### config.mk
export PLATFORM = sky130hd
export DESIGN_NAME = battleship_turn_ctrl
export DESIGN_NICKNAME = d
export VERILOG_FILES = /design/src/rtl/battleship_turn_ctrl_pkg.sv /design/src/rtl/battleship_turn_ctrl_timer.sv /design/src/rtl/battleship_turn_ctrl.sv
export SDC_FILE = /design/constraint.sdc
export NUM_CORES = 1
export LEC_CHECK = 0
export ABC_CLOCK_PERIOD_IN_PS = 1800
export BUFFER_PORTS_ARGS = -buffer_cell sky130_fd_sc_hd__clkbuf_2
export CORE_UTILIZATION = 43
export DETAILED_ROUTE_END_ITERATION = 8
export HOLD_SLACK_MARGIN = 0.08
export PLACE_DENSITY = 0.87
export RECOVER_POWER = 100
export SYNTH_ARGS = -nofsm -noshare
export SYNTH_HDL_FRONTEND = slang
export SYNTH_SLANG_ARGS = --single-unit
### constraint.sdc
create_clock -name clk -period 1.8 [get_ports clk]
set_input_delay 0.09 -clock clk [delete_from_list [all_inputs] [get_ports clk]]
set_output_delay 0.09 -clock clk [all_outputs]
set_load 0.005 [all_outputs]
### src/rtl/battleship_turn_ctrl_pkg.sv
// battleship_pkg: FSM state encoding, coordinate type and status-bus bit positions
// shared by the turn controller, board RAM and display logic.
package battleship_pkg;
  typedef enum logic [2:0] {S_IDLE, S_PLACE, S_PLAYER, S_CHK_P, S_PC, S_CHK_PC, S_OVER} state_t;
  localparam int COORD_W_DEF = 3;
  typedef logic [2*COORD_W_DEF-1:0] coord_t;
  localparam int ST_HIT     = 0;
  localparam int ST_TIMEOUT = 1;
  localparam int ST_WINNER  = 2;
  localparam int ST_OVER    = 3;
  localparam int ST_TURN    = 4;
  localparam int ST_STATE   = 5;
endpackage

### src/rtl/battleship_turn_ctrl_timer.sv
// turn_timer: per-turn down-counter; load restarts at TURN_CYCLES, en counts down to zero and holds.
module turn_timer #(
  parameter int TURN_CYCLES = 8,
  parameter int TIMER_W     = $clog2(TURN_CYCLES+1)
) (
  input  logic               clk,
  input  logic               rst_n,
  input  logic               i_load,
  input  logic               i_en,
  output logic [TIMER_W-1:0] o_count,
  output logic               o_zero
);
  logic [TIMER_W-1:0] r_count;
  always_ff @(posedge clk or negedge rst_n)
    if (!rst_n) r_count <= '0;
    else if (i_load) r_count <= TIMER_W'(TURN_CYCLES);
    else if (i_en && !o_zero) r_count <= r_count - 1'b1;
  assign o_count = r_count;
  assign o_zero  = r_count == '0;
endmodule

### src/rtl/battleship_turn_ctrl.sv
// battleship_turn_ctrl: placement, alternating turns, board lookup handshake, scoring and win detection.
// Turn timeout/forfeit exists only when BSHIP_TURN_TIMEOUT_EN is defined.
module battleship_turn_ctrl
  import battleship_pkg::*;
#(
  parameter int COORD_W     = 3,
  parameter int NUM_SHIPS   = 3,
  parameter int HITS_TO_WIN = 9,
  parameter int TURN_CYCLES = 50000000,
  parameter int HIT_REPEAT  = 1,
  localparam int SCORE_W    = $clog2(HITS_TO_WIN+1),
  localparam int TIMER_W    = $clog2(TURN_CYCLES+1)
) (
  input  logic                 clk,
  input  logic                 rst,
  input  logic                 start,
  input  logic                 ship_done,
  input  logic                 fire,
  input  logic [2*COORD_W-1:0] fire_coord,
  input  logic                 pc_fire,
  input  logic [2*COORD_W-1:0] pc_coord,
  output logic                 shot_req,
  output logic [2*COORD_W-1:0] shot_coord,
  output logic                 shot_target,
  input  logic                 shot_ack,
  input  logic                 shot_hit,
  output logic [SCORE_W-1:0]   player_score,
  output logic [SCORE_W-1:0]   pc_score,
  output logic [TIMER_W-1:0]   timer_o,
  output logic [7:0]           status
);
  localparam int SHIP_W = $clog2(NUM_SHIPS+1);
  state_t r_state, w_next;
  logic [SHIP_W-1:0] r_ships;
  logic [2*COORD_W-1:0] r_coord;
  logic [SCORE_W-1:0] r_pscore, r_cscore, w_pinc, w_cinc;
  logic r_target, r_req, r_hit, r_winner, r_timeout;
  logic w_ack, w_chk, w_pturn, w_timeout;
`ifdef BSHIP_TURN_TIMEOUT_EN
  logic w_zero, w_turn, w_load;
  assign w_turn    = r_state == S_PLAYER || r_state == S_PC;
  assign w_load    = (w_next == S_PLAYER || w_next == S_PC) && w_next != r_state;
  assign w_timeout = w_turn && w_zero;
  turn_timer #(.TURN_CYCLES(TURN_CYCLES), .TIMER_W(TIMER_W)) u_timer (
    .clk(clk), .rst_n(rst), .i_load(w_load), .i_en(w_turn), .o_count(timer_o), .o_zero(w_zero)
  );
`else
  assign timer_o   = '0;
  assign w_timeout = 1'b0;
`endif
  always_ff @(posedge clk or negedge rst)
    if (!rst) r_state <= S_IDLE;
    else r_state <= w_next;
  always_comb begin
    w_next = r_state;
    case (r_state)
      S_IDLE, S_OVER: w_next = start ? S_PLACE : r_state;
      S_PLACE:  w_next = (ship_done && r_ships == SHIP_W'(NUM_SHIPS-1)) ? S_PLAYER : S_PLACE;
      S_PLAYER: w_next = w_timeout ? S_PC : fire ? S_CHK_P : S_PLAYER;
      S_PC:     w_next = w_timeout ? S_PLAYER : pc_fire ? S_CHK_PC : S_PC;
      S_CHK_P:  if (w_ack) w_next = (shot_hit && w_pinc == SCORE_W'(HITS_TO_WIN)) ? S_OVER :
                                    (shot_hit && HIT_REPEAT != 0) ? S_PLAYER : S_PC;
      S_CHK_PC: if (w_ack) w_next = (shot_hit && w_cinc == SCORE_W'(HITS_TO_WIN)) ? S_OVER :
                                    (shot_hit && HIT_REPEAT != 0) ? S_PC : S_PLAYER;
      default:  w_next = S_IDLE;
    endcase
  end
  always_comb begin
    w_ack   = r_req && shot_ack;
    w_chk   = r_state == S_CHK_P || r_state == S_CHK_PC;
    w_pturn = r_state == S_PLAYER || r_state == S_CHK_P;
    w_pinc  = r_pscore == SCORE_W'(HITS_TO_WIN) ? r_pscore : r_pscore + 1'b1;
    w_cinc  = r_cscore == SCORE_W'(HITS_TO_WIN) ? r_cscore : r_cscore + 1'b1;
  end
  always_ff @(posedge clk or negedge rst)
    if (!rst) begin
      r_ships   <= '0;
      r_coord   <= '0;
      r_pscore  <= '0;
      r_cscore  <= '0;
      r_target  <= 1'b0;
      r_req     <= 1'b0;
      r_hit     <= 1'b0;
      r_winner  <= 1'b0;
      r_timeout <= 1'b0;
    end else begin
      // request rises the cycle after entering a check state and drops after the ack cycle
      r_req     <= w_chk && !w_ack;
      r_timeout <= w_timeout;
      if (r_state == S_PLACE && ship_done) r_ships <= r_ships + 1'b1;
      if (w_next == S_PLACE && r_state != S_PLACE) begin
        r_ships  <= '0;
        r_pscore <= '0;
        r_cscore <= '0;
        r_winner <= 1'b0;
      end
      if (r_state == S_PLAYER && w_next == S_CHK_P) begin
        r_coord  <= fire_coord;
        r_target <= 1'b0;
      end
      if (r_state == S_PC && w_next == S_CHK_PC) begin
        r_coord  <= pc_coord;
        r_target <= 1'b1;
      end
      if (w_ack) r_hit <= shot_hit;
      if (w_ack && shot_hit && r_state == S_CHK_P) r_pscore <= w_pinc;
      if (w_ack && shot_hit && r_state == S_CHK_PC) r_cscore <= w_cinc;
      if (w_next == S_OVER && r_state != S_OVER) r_winner <= r_state == S_CHK_P;
    end
  assign shot_req     = r_req;
  assign shot_coord   = r_coord;
  assign shot_target  = r_target;
  assign player_score = r_pscore;
  assign pc_score     = r_cscore;
  always_comb begin
    status                 = '0;
    status[ST_STATE+:3]    = r_state;
    status[ST_TURN]        = w_pturn;
    status[ST_OVER]        = r_state == S_OVER;
    status[ST_WINNER]      = r_winner;
    status[ST_TIMEOUT]     = r_timeout;
    status[ST_HIT]         = r_hit;
  end
endmodule

After elaboration in Yosys (flattened, before gate mapping)
Cells that the tools add are included.
Operators by class
  add/sub/neg operators: 3
  multiply operators: 0
  divide/modulo/power cells: 0
  $lt $le $gt $ge: 0
  equality and inequality tests: 17
  shift-type cells: 0
  multiplexer cells: 24
  bitwise logic cells: 0
  reductions and logical operators: 23
Operators with widths (count)
  2-to-1 mux 3 bit: 7
  2-to-1 mux 4 bit: 5
  one-hot mux 3 bit (6 select lines): 1
  equality test 4 bit (second input constant): 4
  equality test 3 bit (second input constant): 5
  logical AND 1 bit: 13
  2-to-1 mux 6 bit: 2
  nonzero test 2 bit: 5
  equality test 3 x 2 -> 1 bit (second input constant): 3
  adder 4 x 1 -> 4 bit (second input constant): 2
  equality test 3 x 1 -> 1 bit (second input constant): 2
  2-to-1 mux 1 bit: 6
  2-to-1 mux 2 bit: 3
  zero test 3 bit: 1
  != test 3 x 1 -> 1 bit (second input constant): 1
  != test 3 bit (second input constant): 1
  adder 2 x 1 -> 2 bit (second input constant): 1
  equality test 2 bit (second input constant): 1
  logical OR 1 bit: 2
  OR reduction 2 bit: 1
  zero test 1 bit: 1
Storage, ports and cells
  bits in registers: 23
  latch bits: 0
  memory bits (writable): 0
  ROM bits: 0
  input port bits: 20
  output and inout port bits: 50
  word-level logic and storage cells: 76
  memories kept: 0

Logic depth before layout (Yosys ltp)
  word-level depth: 11
  depth in mapped cells: 8
  mapped depth without buffers: 8

Least setup slack after synthesis
OpenSTA, ideal clock, no wires.
  path type: register -> register
  start: register r_pscore[0] (netlist: player_score[0])
  end: register r_winner
  library setup time: 125 ps
  data arrival time: 1714 ps
  required time: 1675 ps
  slack: -39 ps
  cell stages (with the launch flop): 8
  path buffers: 0
  clock period less this slack: 1839 ps
  path through: dfrtp_1 -> ha_1 -> a211oi_1 -> o21ai_1 -> a2111oi_1 -> a211o_2 -> nand4_1 -> mux2i_1
Between the ends
  longest elaborated chain between the ends: 10
  elaborated cells on any way between the ends: 14
  those cells by class: 1 x add/sub; 4 x eq/ne; 5 x mux; 4 x reduce/logical
Ends and longest elaborated chain
  from (decl): RTL line battleship_turn_ctrl.sv:36  | logic [SCORE_W-1:0] r_pscore, r_cscore, w_pinc, w_cinc;
  from (signal assigned): RTL line battleship_turn_ctrl.sv:106  | if (w_ack && shot_hit && r_state == S_CHK_P) r_pscore <= w_pinc;
  adder 4 x 1 -> 4 bit / equality test 4 bit (equally long branches): RTL line battleship_turn_ctrl.sv:72  | w_pinc = r_pscore == SCORE_W'(HITS_TO_WIN) ? r_pscore : r_pscore + 1'b1;
  2-to-1 mux 4 bit (*): RTL line battleship_turn_ctrl.sv:72
  equality test 4 bit (*): RTL line battleship_turn_ctrl.sv:61  | S_CHK_P: if (w_ack) w_next = (shot_hit && w_pinc == SCORE_W'(HITS_TO_WIN)) ? S_OVER :
  logical AND 1 bit (*): RTL line battleship_turn_ctrl.sv:61
  2-to-1 mux 3 bit (*) (2 in series): RTL line battleship_turn_ctrl.sv:61
  one-hot mux 3 bit (6 select lines) (*): RTL line battleship_turn_ctrl.sv:56  | case (r_state)
  named net w_next[2]: RTL line battleship_turn_ctrl.sv:33  | state_t r_state, w_next;
  equality test 3 bit / equality test 3 x 1 -> 1 bit (equally long branches): RTL line battleship_turn_ctrl.sv:108, battleship_turn_ctrl.sv:91
  logical AND 1 bit (on tied branches): RTL line battleship_turn_ctrl.sv:108, battleship_turn_ctrl.sv:91
  2-to-1 mux 1 bit / nonzero test 2 bit (equally long branches)
  to (signal assigned): RTL line battleship_turn_ctrl.sv:84  | r_winner <= 1'b0;
  to (signal assigned): RTL line battleship_turn_ctrl.sv:95  | r_winner <= 1'b0;
  to (signal assigned): RTL line battleship_turn_ctrl.sv:108  | if (w_next == S_OVER && r_state != S_OVER) r_winner <= r_state == S_CHK_P;
  to (decl): RTL line battleship_turn_ctrl.sv:37  | logic r_target, r_req, r_hit, r_winner, r_timeout;
Mark *: on every way through the listed nets, which the timed path passes. The rest lies on a longest branch.
A chain may end at the register's enable or synchronous reset.

Worst setup path in the final report
Same ends and word-level chain as after synthesis.

==> impl_metrics.py <==
metrics = {
    "floorplan": {
        "row_count": 22,
        "die_x_um": 64.23,
        "start_util_pct": 45.15,
        "die_h_um": 64.23,
        "dieArea_mm2": 0.004125,
        "core_area_mm2": 0.003689,
        "num_io_pins": 70,
    },
    "power_and_ir_drop": {
        "p_total_uw": 2238,
        "leakage_uw": 0.001006,
        "peakVddDrop_uv": 336.4,
        "cellPowerDensity_mw_per_mm2": 1115,
    },
    "worst_setup_path": {
        "rr_worst_depth": 8,
        "endpoint_kind": "register",
        "crit_fanout": 3,
        "crit_start": "player_score[0]",
        "timing.rr.end": "r_winner",
        "worstPathRequired_ns": 1.99,
        "rr_startpoint": "player_score[0]",
        "path_class": "register to register",
        "critPathCapture": "r_winner",
        "arrival_ns": 2.08,
        "critPathMaxStageDelay_ns": 0.43,
        "crit_chain": "ha_2, buf_4, and2_1, o21ai_2, a2111oi_4, a211o_2, nand4_1, mux2i_1",
        "timing.reg2reg.setup_slack_ns": -0.08,
        "critPathSlowestCell": "dfrtp_2",
        "critical_path.startpoint_type": "register",
    },
    "global_routing": {
        "grt_antenna_before_repair": 0,
        "grt_max_degree": 24,
        "grt_pass1_wl_um": 5844,
        "grt.total_usage_pct": 18.30,
        "grt-ovfl-total": 0,
        "grt_pass1_vias": 1317,
    },
    "clocking": {
        "cts_tree": "yes",
        "cts-root-buf": "clkbuf_8",
        "htreeDepth": 1,
        "clock_latency_ns": 0.27,
        "clock_path_buffers": 2,
        "cts_inserted_buffers": 3,
        "clkSinkCount": 23,
        "clkTransAtPathRegs_ns": 0.09,
    },
    "detailed_routing": {
        "drt_iter0_drc": 48,
        "routed_via_density": 4.980,
        "postRouteAntennaNets": 0,
        "vias": 1459,
        "wire_per_inst_um": 12.28,
        "drc": 0,
        "drtPass1Iterations": 5,
        "finalWirelength_um": 3599,
    },
    "worst_hold_path": {
        "holdPathStages": 3,
        "min_path_type": "primary input to register",
    },
    "logic_synthesis": {
        "synth_area_per_cell_um2": 8.765,
        "synthArstFlopShare_pct": 100.0,
        "synth_enable_flop_cells": 0,
        "synth_area_mm2": 0.001665,
        "synth_cell_types": 46,
        "synthFlopType": "dfrtp_1",
        "ys_seq_area_share_pct": 34.56,
        "synth_top_area_share_pct": 34.56,
        "ys_ff_latch": 23,
        "synthCells": 190,
        "synth_area_leaders": "dfrtp_1 35%, buf_4 14%, mux2i_1 6.6%",
        "yosys_warnings": 0,
        "synth_largest_area_cell": "dfrtp_1",
    },
    "status": {
        "violations": "setup timing",
        "status": "finished with violations",
    },
    "sta": {
        "hold_viol_final": 0,
        "finalSetupViolCount": 1,
        "worst_slew_pin_slew_ns": 1.282,
        "period_minus_slack_ns": 1.881,
        "layout_setup_ws_ns": -0.08142,
        "finClkSkew_ns": 0.001178,
        "rsz0062_at_grt": "true",
        "drv_slew": 0,
        "holdWs_ns": 0.09867,
        "maxSlewHeadroom_pct": 14.51,
        "fin_crit_sh_pct": 104.5,
        "clock.fmax_mhz": 531.5,
    },
    "finish": {
        "final_nets": 271,
        "syn_to_final_growth_pct": 20.51,
        "final_common_cell": "clkbuf_2",
        "diodes": 0,
        "postLayoutCellArea_mm2": 0.002007,
        "layout_common_cells": "38 x clkbuf_2, 27 x conb_1, 25 x nand2_1, 21 x dfrtp_1, 20 x buf_4",
        "final_core_util_pct": 54.41,
        "drive_gt1_share_pct": 31.84,
    },
    "place": {
        "globalplace.congestion": 0.8081,
        "port_buffers": 42,
        "place_area_mm2": 0.001892,
        "hpwl_um": 2686,
    },
    "job": {
        "maxCapViolations": 0,
    },
}
logic make-up after synthesis:
| kind of cell | count (synthesis) | synth area share [%] |
|---|---|---|
| other | 1 | 0.2252 |
| XOR/XNOR | 3 | 1.578 |
| AO/OA/AOI/OAI | 37 | 14.95 |
| buffers and inverters | 48 | 18.63 |
| adder cells (fa/ha/maj) | 5 | 3.757 |
| AND/OR/NAND/NOR | 61 | 19.01 |
| flip-flops | 23 | 34.56 |
| multiplexers | 12 | 7.288 |
power by group:
group	internal [uW]	switching, uW
sequential	676	119
clock	158	175
combinational	518	592
total	1350	886
per-layer routing:
metal,up-vias,routed length (um),track usage [%]
li1,711,-,-
met1,684,1545,21.42
met2,58,1764,31.65
met3,6,194,3.214
met4,0,94,9.722
met5,-,0,0
critical path: cells and delay by family (launching register included):
kind | cells | cell delay [ns]
AO/OA/AOI/OAI | 3 | 0.57
buffers and inverters | 1 | 0.14
AND/OR/NAND/NOR | 2 | 0.27
flip-flops | 1 | 0.43
multiplexers | 1 | 0.19
adder cells (fa/ha/maj) | 1 | 0.21
cell type report:
class / instances / area, um2
fillers: 345 / 1682
multi-input cells: 145 / 920.9
flip-flops and latches: 23 / 578.1
repair buffers: 63 / 365.4
well taps: 48 / 60.06
clock buffers: 4 / 45.04
inverters: 10 / 37.54
state kept, by name, indices dropped and copies added, names as in the netlist:
name,count
r_ships,2
r_winner,1
pc_score,4
r_state,3
player_score,4
shot_req,1
shot_coord,6
shot_target,1
r_hit,1
synthesized netlist by cell type (all sizes together) (3+ instances only):
master	instances
and2	3
o31ai	3
a21oi	3
dfrtp	23
mux2i	11
nand3	5
ha	5
clkbuf	4
buf	34
nand4	3
nand2	25
o21ai	17
nand2b	4
inv	10
nor2	9
timing repair:
item / in CTS / in global routing
hold buffers: 1 / 0
endpoints found under the hold margin: 23 / 0
setup buffers: 2 / 1
setup endpoints to repair: 1 / 7
resized for setup: 6 / 4
pin swaps: 4 / 1
metrics by stage:
stage / setup slack (ns) / TNS [ns] / std cells
floorplan: 0.01649 / 0 / 216
global placement: 0.01473 / 0 / 285
CTS: 0.008321 / 0 / 292
finish: -0.08142 / -0.08142 / 293
global route: -0.1774 / -0.2046 / 293
detailed placement: -0.08156 / -0.08156 / 285
worst min-delay path by stage:
stage,end,slack (ns),startpoint
after global routing,r_state[0],0.11,start
after CTS,r_state[0],0.10,start
after global placement,player_score[2],0.11,rst
after detailed placement,player_score[2],0.12,rst
after floorplan,pc_score[0],-0.21,rst
final,shot_coord[4],0.1,fire_coord[4]
(Power assumes the default switching activity.)
